$ cat src/rtl/mixer_pkg.sv
// Shared constants and types for the mixer datapath (adat_in, mix_matrix, adat_out).
package mixer_pkg;
  localparam int unsigned CH       = 8;
  localparam int unsigned SAMPLE_W = 24;
  localparam int unsigned COEF_W   = 18;
  localparam int unsigned FRAC     = 16;
  localparam int unsigned PROD_W   = SAMPLE_W + COEF_W;
  localparam int unsigned ACC_W    = SAMPLE_W + COEF_W + $clog2(CH);
  localparam int unsigned CH_W     = $clog2(CH);
  localparam int unsigned IDX_W    = 2 * CH_W;
  localparam int unsigned NCOEF    = CH * CH;

  typedef logic signed [SAMPLE_W-1:0] sample_t;
  typedef logic signed [COEF_W-1:0]   coef_t;
  typedef logic signed [PROD_W-1:0]   prod_t;
  typedef logic signed [ACC_W-1:0]    acc_t;
  typedef logic [CH-1:0][SAMPLE_W-1:0] frame_t;

  typedef enum logic [1:0] {IDLE, MAC, DRAIN, PUBLISH} state_t;

  localparam coef_t COEF_ONE = coef_t'(1 << FRAC);
endpackage

$ cat src/rtl/sat_shift.sv
// Rescales a Q.FRAC accumulator to a sample: floor shift, clamp to SAMPLE_W, flag clipping.
module sat_shift
  import mixer_pkg::*;
(
  input  acc_t    i_acc,
  output sample_t o_sample_c,
  output logic    o_clip_c
);
  localparam int unsigned TOP = FRAC + SAMPLE_W - 1;

  logic [ACC_W-1-TOP:0] w_hi;

  assign w_hi = i_acc[ACC_W-1:TOP];

  // Result fits only if every bit above the sample's sign bit matches it.
  always_comb begin
    o_clip_c   = !((&w_hi) || !(|w_hi));
    o_sample_c = i_acc[TOP:FRAC];
    if (o_clip_c) begin
      o_sample_c = i_acc[ACC_W-1] ? {1'b1, {(SAMPLE_W-1){1'b0}}}
                                  : {1'b0, {(SAMPLE_W-1){1'b1}}};
    end
  end
endmodule

$ cat src/rtl/mix_matrix.sv
// 8x8 gain matrix with one time-shared multiplier; publishes a saturated frame
// 66 cycles after each accepted input frame.
module mix_matrix
  import mixer_pkg::*;
(
  input  logic             clk,
  input  logic             rst,
  input  logic             in_valid,
  input  frame_t           in_audio,
  input  logic             coef_we,
  input  logic [IDX_W-1:0] coef_addr,
  input  coef_t            coef_data,
  output logic             coef_ready,
  output frame_t           out_audio,
  output logic             out_valid,
  output logic [CH-1:0]    clip,
  output logic             overrun
);
  state_t           r_state, w_next;
  logic [IDX_W-1:0] r_idx, r_pidx;
  logic             r_pvld;
  logic             r_ready;
  frame_t           r_shadow;
  coef_t            r_coef [NCOEF];
  prod_t            r_prod;
  acc_t             r_acc, w_acc_next;
  frame_t           r_back, w_pub_audio;
  logic [CH-1:0]    r_bclip, w_pub_clip;
  frame_t           r_out_audio;
  logic             r_out_valid;
  logic [CH-1:0]    r_clip;
  logic             r_overrun;
  sample_t          w_in_smp, w_sat;
  coef_t            w_coef;
  logic             w_clip;

  always_comb begin
    w_next = r_state;
    case (r_state)
      IDLE:    if (in_valid) w_next = MAC;
      MAC:     if (r_idx == IDX_W'(NCOEF - 1)) w_next = DRAIN;
      DRAIN:   w_next = PUBLISH;
      PUBLISH: w_next = IDLE;
      default: w_next = IDLE;
    endcase
  end

  always_ff @(posedge clk or negedge rst) begin
    if (!rst) begin
      r_state   <= IDLE;
      r_ready   <= 1'b1;
      r_idx     <= '0;
      r_pidx    <= '0;
      r_pvld    <= 1'b0;
      r_shadow  <= '0;
      r_overrun <= 1'b0;
    end else begin
      r_state   <= w_next;
      r_ready   <= (w_next == IDLE);
      r_pidx    <= r_idx;
      r_pvld    <= (r_state == MAC);
      r_overrun <= in_valid && (r_state != IDLE);
      if (r_state == IDLE && in_valid) begin
        r_shadow <= in_audio;
        r_idx    <= '0;
      end else if (r_state == MAC) begin
        r_idx <= r_idx + IDX_W'(1);
      end
    end
  end

  // Coefficient RAM, reset to identity; writes only land while idle.
  always_ff @(posedge clk or negedge rst) begin
    if (!rst) begin
      for (int unsigned k = 0; k < NCOEF; k++) begin
        r_coef[IDX_W'(k)] <= ((k / CH) == (k % CH)) ? COEF_ONE : '0;
      end
    end else if (coef_we && r_ready) begin
      r_coef[coef_addr] <= coef_data;
    end
  end

  assign w_in_smp   = sample_t'(r_shadow[r_idx[CH_W-1:0]]);
  assign w_coef     = r_coef[r_idx];
  assign w_acc_next = ((r_pidx[CH_W-1:0] == '0) ? acc_t'(0) : r_acc) + acc_t'(r_prod);

  sat_shift u_sat (
    .i_acc      (w_acc_next),
    .o_sample_c (w_sat),
    .o_clip_c   (w_clip)
  );

  // Output 7 completes in DRAIN, so it bypasses the back buffer on publish.
  always_comb begin
    w_pub_audio         = r_back;
    w_pub_clip          = r_bclip;
    w_pub_audio[CH-1]   = w_sat;
    w_pub_clip[CH-1]    = w_clip;
  end

  always_ff @(posedge clk or negedge rst) begin
    if (!rst) begin
      r_prod  <= '0;
      r_acc   <= '0;
      r_back  <= '0;
      r_bclip <= '0;
    end else begin
      if (r_state == MAC) r_prod <= prod_t'(w_in_smp) * prod_t'(w_coef);
      if (r_pvld) begin
        r_acc <= w_acc_next;
        if (r_pidx[CH_W-1:0] == CH_W'(CH - 1)) begin
          r_back[r_pidx[IDX_W-1:CH_W]]  <= w_sat;
          r_bclip[r_pidx[IDX_W-1:CH_W]] <= w_clip;
        end
      end
    end
  end

  always_ff @(posedge clk or negedge rst) begin
    if (!rst) begin
      r_out_audio <= '0;
      r_out_valid <= 1'b0;
      r_clip      <= '0;
    end else begin
      r_out_valid <= (r_state == DRAIN);
      if (r_state == DRAIN) begin
        r_out_audio <= w_pub_audio;
        r_clip      <= w_pub_clip;
      end
    end
  end

  assign coef_ready = r_ready;
  assign out_audio  = r_out_audio;
  assign out_valid  = r_out_valid;
  assign clip       = r_clip;
  assign overrun    = r_overrun;
endmodule

$ cat config.mk
export PLATFORM = sky130hd
export DESIGN_NAME = mix_matrix
export DESIGN_NICKNAME = d
export VERILOG_FILES = /design/src/rtl/mixer_pkg.sv /design/src/rtl/sat_shift.sv /design/src/rtl/mix_matrix.sv
export SDC_FILE = /design/constraint.sdc
export NUM_CORES = 2
export LEC_CHECK = 0
export CAP_MARGIN = 20
export CORE_MARGIN = 10
export CORE_UTILIZATION = 40
export CTS_BUF_LIST = sky130_fd_sc_hd__clkbuf_2 sky130_fd_sc_hd__clkbuf_4 sky130_fd_sc_hd__clkbuf_8
export CTS_CLUSTER_SIZE = 28
export DETAILED_ROUTE_END_ITERATION = 12
export GPL_TIMING_DRIVEN = 1
export HOLD_SLACK_MARGIN = 0.05
export SLEW_MARGIN = 20
export SYNTH_ARGS = -nofsm -noshare
export SYNTH_HDL_FRONTEND = slang
export SYNTH_SLANG_ARGS = --single-unit
$ cat constraint.sdc
create_clock -name clk -period 18.8 [get_ports clk]
set_clock_uncertainty 0.1 [all_clocks]
set_input_delay 1.88 -clock clk [delete_from_list [all_inputs] [get_ports clk]]
set_output_delay 1.88 -clock clk [all_outputs]
set_load 0.02 [all_outputs]
# Word-level counts from Yosys, hierarchy flattened

Index checks and enable logic that the tools add are counted.

Add/subtract/negate cells: 2
$mul: 1
Magnitude comparators: 6
Eq/ne operators: 5
Mux-type cells: 22
Bitwise operators: 2
Reductions and logical operators: 16

Operator list:

| kind                  | count |
|---|---|
| $bwmux W1152          | 1 |
| $bwmux W192           | 1 |
| $bmux W18 S6          | 1 |
| $demux W18 S6         | 1 |
| $mux W24              | 4 |
| $bmux W24 S3          | 1 |
| $demux W24 S3         | 1 |
| $mux W18              | 3 |
| $add A45 B42 Y45      | 1 |
| $mux W45              | 1 |
| $mul A24 B18 Y42      | 1 |
| $ge A7 B7 Y1 const B  | 2 |
| $not A6 Y7            | 2 |
| $mux W6               | 2 |
| $bwmux W8             | 1 |
| $lt A3 B4 Y1 const B  | 2 |
| $pmux W2 S4           | 1 |
| $lt A7 B1 Y1 const B  | 1 |
| $add A6 B1 Y6 const B | 1 |
| $eq A6 B6 Y1 const B  | 1 |
| $reduce_and A6 Y1     | 1 |
| $reduce_or A6 Y1      | 1 |
| $logic_and A1 B1 Y1   | 5 |
| $eq A2 B2 Y1 const B  | 2 |
| other kinds (12)      | 16 |

Register bits: 1849
Input port bits: 220
Output and inout bits: 203
Word-level logic and storage cells: 153

# Depth between registers and ports, before layout

Depth in word-level cells: 8
Gate-level depth with buffers: 34
Mapped depth without buffers: 29

# Cells and area by module

From an unflattened synthesis, not the netlist that was laid out.

Cells, all modules: 7666
Area total of the unflattened synthesis: 96525.1 µm²

Modules (own cells, without submodules):

| module     | times used | cells an instance | area each (µm²) | sequential area each (µm²) |
|---|---|---|---|---|
| mix_matrix | 1          | 7629              | 96233.5         | 45655.0 |
| sat_shift  | 1          | 37                | 291.5           | 0.0 |

# Least setup slack after synthesis

Ideal clock, no wire load.

Kind: reg-to-reg
Start: register r_idx[0]
End: register r_prod[38]
Library setup time: 0.133 ns
Data arrival time: 8.673 ns
Data required time: 18.567 ns
Slack: 9.893 ns
Stages on the path, launching flop included: 32
Buffers on the path: 6
Period minus slack after synthesis: 8.907 ns
Path through: dfrtp_1 -> clkbuf_1 -> buf_2 -> buf_2 -> buf_1 -> mux4_2 -> mux4_2 -> mux4_2 -> buf_2 -> nand2_1 -> fa_1 -> inv_1 -> fa_1 -> ha_1 -> inv_1 -> fa_1 -> inv_1 -> fa_1 -> inv_1 -> fa_1 -> inv_1 -> ha_1 -> clkbuf_1 -> a21o_1 -> a21o_1 -> a21o_1 -> a41o_1 -> o41ai_1 -> o21ai_0 -> a21oi_1 -> xor2_1 -> o21ai_0

Word-level cells in the longest chain between the ends: 5
Elaborated cells on any way between the ends: 7
Classes of those cells: mul: 1; mux: 5; bitwise: 1

Ends and longest elaborated chain:

| item                                         | line              | text |
|---|---|---|
| start: declaration                           | mix_matrix.sv:20  | `logic [IDX_W-1:0] r_idx, r_pidx;` |
| start signal: assignment                     | mix_matrix.sv:67  | `r_idx <= r_idx + IDX_W'(1);` |
| $not A6 Y7 (implied by the code)             | mix_matrix.sv:84  | `assign w_coef = r_coef[r_idx];` |
| $bmux W18 S6                                 | mix_matrix.sv:84  |  |
| $mux W18 (implied by the code) (2 in series) | mix_matrix.sv:84  |  |
| $mul A24 B18 Y42 *                           | mix_matrix.sv:108 | `if (r_state == MAC) r_prod <= prod_t'(w_in_smp) * prod_t'(w_coef);` |
| end signal: assignment                       | mix_matrix.sv:108 |  |
| end: declaration                             | mix_matrix.sv:25  | `prod_t r_prod;` |

Every way passes the cells marked *; elsewhere a longest branch is shown, timed or not. The select of a mux whose other input is x is not followed.
A chain may end at the register's enable or synchronous reset.

# Worst setup path in the final report

Ends and elaborated chain as after synthesis.

==> impl_results.md <==
* Outcome: completed
* Crit path top cell by count: fa_1
* Clock Root Buffer: clkbuf_8
* Endpoint class of the critical path: flop
* First-pass GRT wire length at 427 mm
* R2R depth at 31
* Clk_lat worst skew at 1.08 ns
* Initial antenna violation count at 32
* R2R Path End: r_prod[38]
* Placed cell areas at 104000 sq um
* Worst Setup Start Kind: flop
* Die W at 512 um
* Worst rel slew slack at 24.6%
* Post-DP HPWL at 184 mm
* WHS at 0.321 ns
* GRT overflow at 0
* Hold Path Class: reg2reg
* Syn Inst Count at 7906
* Final min period at 10.86 ns
* Final core occ at 46.2%
* Hold-fix buffers at CTS at 0
* RSZ-0062 raised after global routing: no
* Die Ht at 512 um
* Reg-to-reg setup timing slack at 7.94 ns
* Seq/Total Area, Yosys at 47.2%
* Pin count of the biggest net entering global routing at 194
* Routed wire per std cell at 24.1 um
* CTS Buf Count at 329
* Post-DR vias/cell at 5.38
* Seq pwr share at 33.0%
* Htree depth at 5
* Rows at 180
* Met2 WL at 137 mm
* Final hold violations at 0
* CP peak stage delay at 0.85 ns
* Largest family of logic cells by synthesized area: multiplexers
* Final wirelength at 281 mm
* Vias in the first global route at 66600
* Total Nets Final at 9049
* Worst flop-to-flop path startpoint: r_idx[0]
* DRT iter0 DRCs at 5209
* Worst Path Max Fanout at 104
* Final setup fails at 0
* Logic pwr share at 38.9%
* Peak supply drop at 0.124 mV
* Number of flops mapped to enable cells by yosys at 0
* NetSw at 5.38 mW
* GPL Wtd Cong at 0.861
* Cell internal pwr at 8.61 mW
* Synth cell types at 87
* Top Layer Used: met5
* GRT Total Usage at 21.1%
* Max Root-Sink Buffers at 4
* Placed instance count at 11100
* Worst-Margin Slew at 1.10 ns
* Number of synthesized register bits at 1824
* # DRC at 0
* FFs w/ async S/R, synth at 100%
* IO Count at 423
* Sw Share at 38.5%
* CTS tree: yes
* Core Box Area at 241000 sq um
* Post-synthesis cell area at 96700 sq um
* Post-Synth Adder-Cell Area at 10.8%
* Clock Pin Slew Worst Setup and Hold Paths at 0.06 ns
* Antenna Nets Post-Route at 0
* Commonest non-fill, non-tap cell in the layout: dfrtp_1
* Post-CTS Setup Bufs at 0
* P&R area growth vs syn at 14.9%
* DRT Pass-1 Iters at 5
* Fmax at 92.1 MHz
* Final Max Tran Viols at 0
* Starting Density at 40.2%
* Leakage power at 53.5 nW
* Layout Cells excl Fill at 11700
* Data required time at the worst endpoint at 19.53 ns
* Metal-1 WL at 119 mm
* Post-Syn Area per Cell at 12.2 sq um
* DR vias at 62800
* CP Capture Point: r_prod[38]
* Clk sinks at 1824
* Metal3 WL at 15.8 mm
* CP max-delay cell: dfrtp_4
* Max-cap violations at 0
* PwrDens at 126 nW/um^2
* Crit path launch: r_idx[0]
* Commonest non-fill, non-tap cells in the layout: 1808 x dfrtp_1, 1515 x nand2_1, 1222 x mux2_2
* Mapped Nets at 8702
* Setup TNS at 0 ns
* Die footprint at 262000 sq um
* Resize count post-CTS at 0
* WS Path Type: reg2reg
* Synth Area in Compound Gates at 3.38%
* Final Instance Area at 111000 sq um
* Mux cell area share after synthesis at 24.2%
* Yosys warns at 0
* Clock power frac at 28.1%
* Port buffer count at 422
* Fin crit share at 57.8%
* XOR/XNOR share of the synthesized area at 0.732%
* Synth Flop Type: dfrtp_1
* CP arrival at 11.59 ns
* Simple-gate share of the synthesized area at 9.44%
* Layout cell share with drive strength beyond 1 at 29.2%
## how the worst min path moves through the flow
stage	slack, ns	cells after the start	to	start
6_report	0.32	2	out_audio[133]	r_back[133]
5_1_grt	0.33	2	out_audio[133]	r_back[133]
4_1_cts	0.31	2	out_audio[133]	r_back[133]
3_5_place_dp	0.35	2	out_audio[147]	r_back[147]
3_3_place_gp	0.34	2	clip[2]	r_bclip[2]
2_1_floorplan	0.25	0	r_pidx[3]	r_idx[3]
## power by group through the flow
stage | registers, mW | clock network (mW) | logic [mW]
6_report | 4.62 | 3.93 | 5.44
5_1_grt | 4.66 | 4.20 | 5.94
4_1_cts | 4.61 | 4.02 | 5.49
3_5_place_dp | 4.68 | 0 | 5.47
3_3_place_gp | 4.67 | 0 | 5.38
2_1_floorplan | 4.55 | 0 | 3.70
## worst max-delay path, delay by kind of cell (launching register included)
kind / cells / cell delay (ns)
and+or+nand+nor: 2 / 0.24
xor gates and xnor gates: 1 / 0.17
buffers and inverters: 8 / 2.24
DFF: 1 / 0.85
muxes: 3 / 1.50
adders and majority gates: 7 / 3.37
AOI/OAI and AO/OA: 10 / 1.92
## cells by family (layout without fill, tap and decap cells)
logic type | Yosys count | after routing
adders and majority gates | 576 | 576
xor gates and xnor gates | 80 | 80
DFF | 1824 | 1824
AOI/OAI and AO/OA | 532 | 532
and+or+nand+nor | 2182 | 2182
muxes | 1659 | 1659
buffers and inverters | 1053 | 1634
other | 0 | 18
## stage by stage
stage	setup WS [ns]	power, mW
final	7.94	14.0
after global routing	7.47	14.8
after CTS	7.91	14.1
after detailed placement	7.99	10.1
after global placement	8.03	10.0
after floorplan	9.89	8.25
## final cells by class
class                      count  area, sq um
clock buffer                 528         6540
antenna                       18         45.0
inverter                     521         1960
clock inverter                37          344
sequential                  1824        45700
multi-input combinational   5029        47300
tap                         3185         3990
fill                       21800       129000
timing repair buffer         548         5290
## layer usage
layer  vias to the layer above  track usage, %
li1                      27400               -
met1                     33100            27.8
met2                      1850            35.1
met3                       516            3.81
met4                        10            7.38
met5                         -               0
## synthesized netlist by cell type, types with 17 or more instances
master / count / area [sq um]
nand2_1: 1517 / 5690
a21o_1: 28 / 210
nor2b_1: 98 / 613
buf_2: 56 / 280
xor2_1: 28 / 245
a21oi_1: 215 / 1080
nor2_1: 293 / 1100
fa_1: 426 / 8530
o21ai_0: 120 / 601
dfrtp_1: 1815 / 45400
and2_1: 88 / 551
nand3_1: 28 / 140
nand4_1: 18 / 113
buf_1: 60 / 225
o31ai_1: 32 / 240
o21a_1: 17 / 128
ha_1: 150 / 1880
clkbuf_1: 394 / 1480
inv_1: 521 / 1960
nor3_1: 21 / 105
mux2i_1: 17 / 170
nand2b_1: 52 / 325
mux4_2: 420 / 9460
xnor2_1: 51 / 447
mux2_2: 1222 / 13800
o21ai_1: 26 / 130
## registers in the layout (all words and copies together) (netlist names)
register / flops
r_bclip: 7
coef_ready: 1
clip: 8
r_pvld: 1
r_idx: 6
overrun: 1
r_prod: 42
r_shadow: 192
r_state: 2
r_coef: 1152
out_valid: 1
r_acc: 45
r_back: 168
r_pidx: 6
out_audio: 192
No activity file was read; power rests on OpenSTA's default activity.
